**src/rtl/vlsi_stream_pkg.sv**
```systemverilog
// Shared types and defaults for the Wiener block write buffer.
package vlsi_stream_pkg;
   localparam int unsigned DEFAULT_DATA_WIDTH = 32;
   localparam int unsigned DEFAULT_BLOCK_SIZE = 8;
   localparam int unsigned BLOCKS_W           = 16;

   typedef enum logic [1:0] {
      IDLE  = 2'd0,
      START = 2'd1,
      WAIT  = 2'd2,
      DRAIN = 2'd3
   } drain_state_t;
endpackage

```
**src/rtl/wiener_block_write_buffer_if.sv**
```systemverilog
// Pixel stream input plus burst start / AXI W-beat signals of the write buffer.
interface wiener_block_write_buffer_if import vlsi_stream_pkg::*; #(
   parameter int unsigned DATA_WIDTH = DEFAULT_DATA_WIDTH
);
   logic [DATA_WIDTH-1:0] s_data;
   logic                  s_valid;
   logic                  s_ready;
   logic                  start_write_out;
   logic [DATA_WIDTH-1:0] data_out;
   logic                  wvalid;
   logic                  wlast;

   modport slave (
      input  s_data, s_valid, wvalid, wlast,
      output s_ready, start_write_out, data_out
   );

   modport master (
      output s_data, s_valid, wvalid, wlast,
      input  s_ready, start_write_out, data_out
   );
endinterface

```
**src/rtl/dual_bank_buffer.sv**
```systemverilog
// Two-bank register file: one write port, one asynchronous read port, per-bank full flags.
module dual_bank_buffer import vlsi_stream_pkg::*; #(
   parameter int unsigned DATA_WIDTH = DEFAULT_DATA_WIDTH,
   parameter int unsigned BLOCK_SIZE = DEFAULT_BLOCK_SIZE,
   localparam int unsigned IDX_W     = $clog2(BLOCK_SIZE)
) (
   input  logic                  clk,
   input  logic                  rst,
   input  logic                  wr_en,
   input  logic                  wr_bank,
   input  logic [IDX_W-1:0]      wr_idx,
   input  logic [DATA_WIDTH-1:0] wr_data,
   input  logic                  rd_bank,
   input  logic [IDX_W-1:0]      rd_idx,
   output logic [DATA_WIDTH-1:0] rd_data,
   input  logic                  set_full,
   input  logic                  set_bank,
   input  logic                  clr_full,
   input  logic                  clr_bank,
   output logic [1:0]            full
);
   logic [DATA_WIDTH-1:0] mem_q [2][BLOCK_SIZE];
   logic [DATA_WIDTH-1:0] mem_d [2][BLOCK_SIZE];
   logic [1:0]            full_q;
   logic [1:0]            full_d;

   // Set and clear always target different banks, so both may act in one cycle.
   always_comb begin
      mem_d  = mem_q;
      full_d = full_q;
      if (wr_en)    mem_d[wr_bank][wr_idx] = wr_data;
      if (set_full) full_d[set_bank]       = 1'b1;
      if (clr_full) full_d[clr_bank]       = 1'b0;
   end

   always_ff @(posedge clk or posedge rst) begin
      if (rst) begin
         mem_q  <= '{default: '0};
         full_q <= '0;
      end else begin
         mem_q  <= mem_d;
         full_q <= full_d;
      end
   end

   assign rd_data = mem_q[rd_bank][rd_idx];
   assign full    = full_q;
endmodule

```
**src/rtl/wiener_block_write_buffer.sv**
```systemverilog
// Ping-pong buffer between the Wiener filter stream and the AXI memory writer:
// one bank fills from s_data while the other drains one pixel per W beat.
module wiener_block_write_buffer import vlsi_stream_pkg::*; #(
   parameter int unsigned DATA_WIDTH = DEFAULT_DATA_WIDTH,
   parameter int unsigned BLOCK_SIZE = DEFAULT_BLOCK_SIZE,
   parameter int unsigned BW_INIT    = 0
) (
   input  logic                       clk,
   input  logic                       rst,
   wiener_block_write_buffer_if.slave bus,
   output logic [BLOCKS_W-1:0]        blocks_written,
   output logic                       protocol_err
);
   localparam int unsigned      IDX_W    = $clog2(BLOCK_SIZE);
   localparam logic [IDX_W-1:0] LAST_IDX = IDX_W'(BLOCK_SIZE - 1);
   localparam logic [IDX_W-1:0] IDX_ONE  = IDX_W'(1);

   drain_state_t          state_q, state_d;
   logic                  fill_bank_q, fill_bank_d;
   logic                  rd_bank_q, rd_bank_d;
   logic [IDX_W-1:0]      wr_idx_q, wr_idx_d;
   logic [IDX_W-1:0]      rd_idx_q, rd_idx_d;
   logic [BLOCKS_W-1:0]   blocks_q, blocks_d;
   logic                  err_q, err_d;
   logic [1:0]            full;
   logic [DATA_WIDTH-1:0] rd_data;
   logic                  fill_xfer, fill_done, beat, drain_done;

   dual_bank_buffer #(.DATA_WIDTH(DATA_WIDTH), .BLOCK_SIZE(BLOCK_SIZE)) u_banks (
      .clk      (clk),
      .rst      (rst),
      .wr_en    (fill_xfer),
      .wr_bank  (fill_bank_q),
      .wr_idx   (wr_idx_q),
      .wr_data  (bus.s_data),
      .rd_bank  (rd_bank_q),
      .rd_idx   (rd_idx_q),
      .rd_data  (rd_data),
      .set_full (fill_done),
      .set_bank (fill_bank_q),
      .clr_full (drain_done),
      .clr_bank (rd_bank_q),
      .full     (full)
   );

   // A bank under drain stays full until its last beat, so s_ready cannot rise for it.
   assign bus.s_ready = !rst && !full[fill_bank_q];
   assign fill_xfer   = bus.s_valid && bus.s_ready;
   assign beat        = bus.wvalid && (state_q == WAIT || state_q == DRAIN);

   always_comb begin
      fill_bank_d = fill_bank_q;
      wr_idx_d    = wr_idx_q;
      fill_done   = 1'b0;
      if (fill_xfer) begin
         if (wr_idx_q == LAST_IDX) begin
            fill_done   = 1'b1;
            fill_bank_d = !fill_bank_q;
            wr_idx_d    = '0;
         end else begin
            wr_idx_d = wr_idx_q + IDX_ONE;
         end
      end
   end

   // Beat handling; a burst ended early by wlast is still retired and counted.
   always_comb begin
      rd_bank_d  = rd_bank_q;
      rd_idx_d   = rd_idx_q;
      blocks_d   = blocks_q;
      err_d      = err_q;
      drain_done = 1'b0;
      if (bus.wvalid && (state_q == IDLE || state_q == START)) err_d = 1'b1;
      if (beat) begin
         if (bus.wlast) begin
            if (rd_idx_q != LAST_IDX) err_d = 1'b1;
            drain_done = 1'b1;
            rd_bank_d  = !rd_bank_q;
            rd_idx_d   = '0;
            blocks_d   = blocks_q + BLOCKS_W'(1);
         end else if (rd_idx_q == LAST_IDX) begin
            err_d = 1'b1;
         end else begin
            rd_idx_d = rd_idx_q + IDX_ONE;
         end
      end
   end

   always_comb begin
      state_d = state_q;
      case (state_q)
         IDLE:        if (full[rd_bank_q]) state_d = START;
         START:       state_d = bus.wvalid ? IDLE : WAIT;
         WAIT, DRAIN: if (bus.wvalid) state_d = bus.wlast ? IDLE : DRAIN;
         default:     state_d = IDLE;
      endcase
   end

   always_comb begin
      bus.start_write_out = 1'b0;
      bus.data_out        = '0;
      case (state_q)
         START:       bus.start_write_out = 1'b1;
         WAIT, DRAIN: bus.data_out        = rd_data;
         default:     ;
      endcase
   end

   always_ff @(posedge clk or posedge rst) begin
      if (rst) state_q <= IDLE;
      else     state_q <= state_d;
   end

   always_ff @(posedge clk or posedge rst) begin
      if (rst) begin
         fill_bank_q <= 1'b0;
         wr_idx_q    <= '0;
         rd_bank_q   <= 1'b0;
         rd_idx_q    <= '0;
         blocks_q    <= BLOCKS_W'(BW_INIT);
         err_q       <= 1'b0;
      end else begin
         fill_bank_q <= fill_bank_d;
         wr_idx_q    <= wr_idx_d;
         rd_bank_q   <= rd_bank_d;
         rd_idx_q    <= rd_idx_d;
         blocks_q    <= blocks_d;
         err_q       <= err_d;
      end
   end

   assign blocks_written = blocks_q;
   assign protocol_err   = err_q;
endmodule

```
**src/flat_wrapper.sv**
```systemverilog
// flat-port wrapper written by rule: the top's interface ports become plain ports
module wiener_block_write_buffer_flat import vlsi_stream_pkg::*;
#(
   parameter int unsigned DATA_WIDTH = DEFAULT_DATA_WIDTH,
   parameter int unsigned BLOCK_SIZE = DEFAULT_BLOCK_SIZE,
   parameter int unsigned BW_INIT    = 0
)
  (clk, rst, blocks_written, protocol_err, bus_s_data, bus_s_valid, bus_wvalid, bus_wlast, bus_s_ready, bus_start_write_out, bus_data_out);
  wiener_block_write_buffer_if #(.DATA_WIDTH(DATA_WIDTH)) bus_i ();
  input  logic clk;
  input  logic rst;
  output logic [BLOCKS_W-1:0] blocks_written;
  output logic protocol_err;
  input wire logic [$bits(bus_i.s_data)-1:0] bus_s_data;
  input wire logic [$bits(bus_i.s_valid)-1:0] bus_s_valid;
  input wire logic [$bits(bus_i.wvalid)-1:0] bus_wvalid;
  input wire logic [$bits(bus_i.wlast)-1:0] bus_wlast;
  output wire logic [$bits(bus_i.s_ready)-1:0] bus_s_ready;
  output wire logic [$bits(bus_i.start_write_out)-1:0] bus_start_write_out;
  output wire logic [$bits(bus_i.data_out)-1:0] bus_data_out;
  assign bus_i.s_data = bus_s_data;
  assign bus_i.s_valid = bus_s_valid;
  assign bus_i.wvalid = bus_wvalid;
  assign bus_i.wlast = bus_wlast;
  assign bus_s_ready = bus_i.s_ready;
  assign bus_start_write_out = bus_i.start_write_out;
  assign bus_data_out = bus_i.data_out;
  wiener_block_write_buffer #(.DATA_WIDTH(DATA_WIDTH), .BLOCK_SIZE(BLOCK_SIZE), .BW_INIT(BW_INIT)) u_core (.clk(clk), .rst(rst), .bus(bus_i), .blocks_written(blocks_written), .protocol_err(protocol_err));
endmodule
```
**config.mk**
```make
export PLATFORM = sky130hd
export DESIGN_NAME = wiener_block_write_buffer_flat
export DESIGN_NICKNAME = d
export VERILOG_FILES = /design/src/rtl/vlsi_stream_pkg.sv /design/src/rtl/wiener_block_write_buffer_if.sv /design/src/rtl/dual_bank_buffer.sv /design/src/rtl/wiener_block_write_buffer.sv /design/src/flat_wrapper.sv
export SDC_FILE = /design/constraint.sdc
export NUM_CORES = 1
export LEC_CHECK = 0
export ABC_AREA = 1
export CORE_ASPECT_RATIO = 1.4
export CORE_UTILIZATION = 62
export CTS_CLUSTER_SIZE = 12
export DETAILED_ROUTE_END_ITERATION = 10
export MAX_ROUTING_LAYER = met4
export PLACE_DENSITY_LB_ADDON = 0.12
export SETUP_SLACK_MARGIN = 0.15
export SLEW_MARGIN = 20
export SYNTH_ARGS = -nofsm -noshare
export SYNTH_HDL_FRONTEND = slang
export SYNTH_SLANG_ARGS = --single-unit
```
**constraint.sdc**
```tcl
create_clock -name clk -period 22.3 [get_ports clk]
set_input_delay 2.23 -clock clk [delete_from_list [all_inputs] [get_ports clk]]
set_output_delay 2.23 -clock clk [all_outputs]
set_load 0.02 [all_outputs]
```
==> flow_summary.ini <==
[setup_path]
setup.worst_path.start_class = flip-flop
crit-reg2reg-launch = u_core.fill_bank_q
cp_num_buf_inv = 3
crit_type = reg -> out
cp_cell_sequence = clkinv_8, buf_4, nand2_1, nand2_1, nand2_1, nand3_1, nand3_1, a21oi_1, clkdlybuf4s50_1
r2r_slack_ns = 19.26
critPathArrivalTime_ns = 4.35
worst_path_largest_cell_delay_ns = 0.83
critical-path-top-delay-family = buffers and inverters
r2r_end = u_core.u_banks.mem_q[27]
reg2regPathDepth = 8
timing.critical_path.to_type = output pin
timing.critical_path.fanout_max = 176
cp_slowest_cell = buf_4
required_ns = 20.07
cp_common_cell = nand2_1

[power]
ir_worst_vdd_uv = 82.3
power_density_nw_per_um2 = 139
p_total_w = 0.00387
static-leakage-power_nw = 13.9

[yosys]
yosys-mux-area-fraction = 0
syn-mean-instance-area_um2 = 7.60
syn_area_um2 = 25800
synth_warnings = 0
dominant_combinational_cell_family_by_area_after_synthesis = simple AND/OR/NAND/NOR gates
synth-seq-area-share = 0.525
synth_cell_types = 24
synth_compound_area_frac = 0.110
synthMostInstantiatedCell = nand2_1
synthDominantCellAreaShare = 0.525
yosys-top-cells-area = dfrtp_1 (53%), nand2_1 (19%), nand3_1 (6.5%)
synth_enable_flop_cells = 0
yosysTopAreaCell = dfrtp_1
yosys.area_share.xor_xnor = 0.00476
most_used_dff_post_synth = dfrtp_1
syn-num-nets = 3436
synth-adder-area-share = 0.00291
yosys-top-cells-count = nand2_1 (1319), dfrtp_1 (541), nand3_1 (336), o21ai_1 (330), inv_1 (315)
share_of_synthesized_registers_carrying_an_async_set_or_reset = 1.00
synthesis.instances = 3393
synth_seq_cells = 541
post_synth_and_or_nand_nor_area_fraction = 0.270

[clock_network]
cts.root.buffer_cell = clkbuf_16
clk-insertion-delay-late_ns = 0.59
cts_tree = built
post_cts.repair.setup_buffers = 0
cts.sinks = 541
ctsLongestPathBuffers = 3
path_clk_slew_ns = 0.06
cts_max_level = 2
cts_buffers = 52
cts_resized = 0
holdBufCountCts = 0

[status]
result_of_the_run = completed

[job]
max_cap_viol = 0

[placement]
hpwl_mm = 33.4
port-buffer-count = 87
routabilityCongestion = 0.776

[cells_and_area]
drive_gt1_frac = 0.0327
antenna_cells = 0
num-fill-cells = 3464
num-nets-final = 3355
synthToLayoutAreaGrowth_pct = 8.27

[sta]
finClkSkew_ns = 0.0122
tightest_slew_ns = 1.14
setup_violators_final = 0
rsz_0062_raised_after_global_routing = false
setup_tns_ns = 0
max_freq_mhz = 152
slew-limit-headroom = 0.236
timing.final.crit_period_ns = 6.58
maxSlewViolCount = 0
min_period_over_period = 0.295
final-hold-violation-count = 0

[routing]
drc = 0
antenna_violating_nets_post_route = 0
drc_marker_count_from_the_first_detailed_route_iteration = 2331
total_via_count_in_the_routed_design = 22100
postRouteWirelength_mm = 68.0
first_pass_iters = 7
routed_via_density = 5.71
detail_route.wl_per_cell_um = 17.6

[min_path]
worstHoldPathType = reg -> reg
worst_hold_path.endpoint = u_core.u_banks.mem_q[53]
hold_path_cell_cnt = 2
min-delay-start = u_core.u_banks.mem_q[53]

[global_route]
grt_pass1_vias = 21100
overall_global_routing_usage = 0.339
grt_antenna_before_repair = 0
grt_start_max_net_pins = 177
grt_pass1_wl_mm = 110
globalRouteOverflowTotal = 0

[floorplanning]
die_y_um = 243
floorplan.io_pins = 88
die_width_um = 174
design.die.area_um2 = 42400
start_util = 0.628
placementRows = 88
core_area_um2 = 41100
-- routing by layer --
metal	up-vias	track usage	wire (um)
met5	-	-	0
met2	892	0.546	32100
li1	10500	-	-
met3	203	0.0393	5020
met1	10500	0.435	28100
met4	0	0.145	2840
-- worst register-to-register path, cell delays in order (launching register included) --
cell	delay [ns]
dfrtp_1	0.59
inv_2	0.20
a21oi_4	0.16
nand2_1	0.10
inv_2	0.55
nand2_2	0.55
buf_4	0.50
nand2_1	0.14
o21ai_0	0.10
-- state kept, by name (all words and copies together) (netlist names) --
signal and cells:
u_core.protocol_err 1, u_core.blocks_written 16, u_core.u_banks.full 2, u_core.state_q 2, u_core.fill_bank_q 1, u_core.u_banks.mem_q 512, u_core.rd_bank_q 1, u_core.rd_idx_q 3
u_core.wr_idx_q 3
-- worst max-delay path by stage --
stage	cells after the start	slack, ns	start	end
6_report	9	15.72	u_core.rd_bank_q	bus_data_out[0]
5_1_grt	9	15.42	u_core.rd_bank_q	bus_data_out[0]
4_1_cts	9	15.63	u_core.rd_bank_q	bus_data_out[0]
3_5_place_dp	5	15.76	rst	bus_s_ready
3_3_place_gp	5	15.76	rst	bus_s_ready
2_1_floorplan	1	4.93	rst	u_core.blocks_written[0]
-- cell families (layout without fill, tap and decap cells) --
kind of cell    count (synthesis)  after routing
flops                         541            541
simple gates                 1710           1710
xor+xnor                       14             14
fa+ha+maj                       6              6
buf+inv                       560            496
compound gates                562            562
-- cells in the final DEF (no fill, tap or decap), drive strengths merged --
| cell type | synthesis | layout |
|---|---|---|
| a31oi | 1 | 1 |
| xor2 | 6 | 6 |
| ha | 6 | 6 |
| nor2 | 37 | 37 |
| dfrtp | 541 | 541 |
| clkdlybuf4s50 | 0 | 87 |
| xnor2 | 8 | 8 |
| buf | 129 | 19 |
| a21oi | 38 | 38 |
| nand3b | 1 | 1 |
| clkbuf | 112 | 67 |
| nand2 | 1333 | 1333 |
| o211ai | 2 | 2 |
| nand4 | 3 | 3 |
| nand3 | 336 | 336 |
| clkinv | 1 | 4 |
| inv | 318 | 319 |
| o21ai | 521 | 521 |
-- report_power, final --
part           total [W]  internal, W  switching [W]
logic            0.00150     0.000529       0.000972
registers        0.00157      0.00135       0.000222
clock network   0.000796     0.000439       0.000357
-- final cells by class --
| type | instances | area (um^2) | share of cell area |
|---|---|---|---|
| inverter | 319 | 1220 | 0.0437 |
| multi-input combinational | 2292 | 9990 | 0.358 |
| clock inverter | 4 | 27.5 | 0.000986 |
| sequential | 541 | 13500 | 0.485 |
| timing repair buffer | 106 | 1020 | 0.0367 |
| clock buffer | 67 | 1420 | 0.0508 |
| tap | 540 | 676 | 0.0242 |
-- metrics by stage --
step | worst slack, ns | hold slack, ns | utilization | area (um^2) | instances
6_report | 15.72 | 0.484 | 0.679 | 27900 | 3869
3_3_place_gp | 15.76 | 0.461 | 0.644 | 26400 | 3798
4_1_cts | 15.63 | 0.487 | 0.679 | 27900 | 3869
2_1_floorplan | 4.93 | 0.453 | - | 25800 | 3393
5_1_grt | 15.42 | 0.500 | 0.679 | 27900 | 3869
3_5_place_dp | 15.76 | 0.473 | 0.644 | 26400 | 3798
Note: power is estimated with default switching activity, not from simulation.
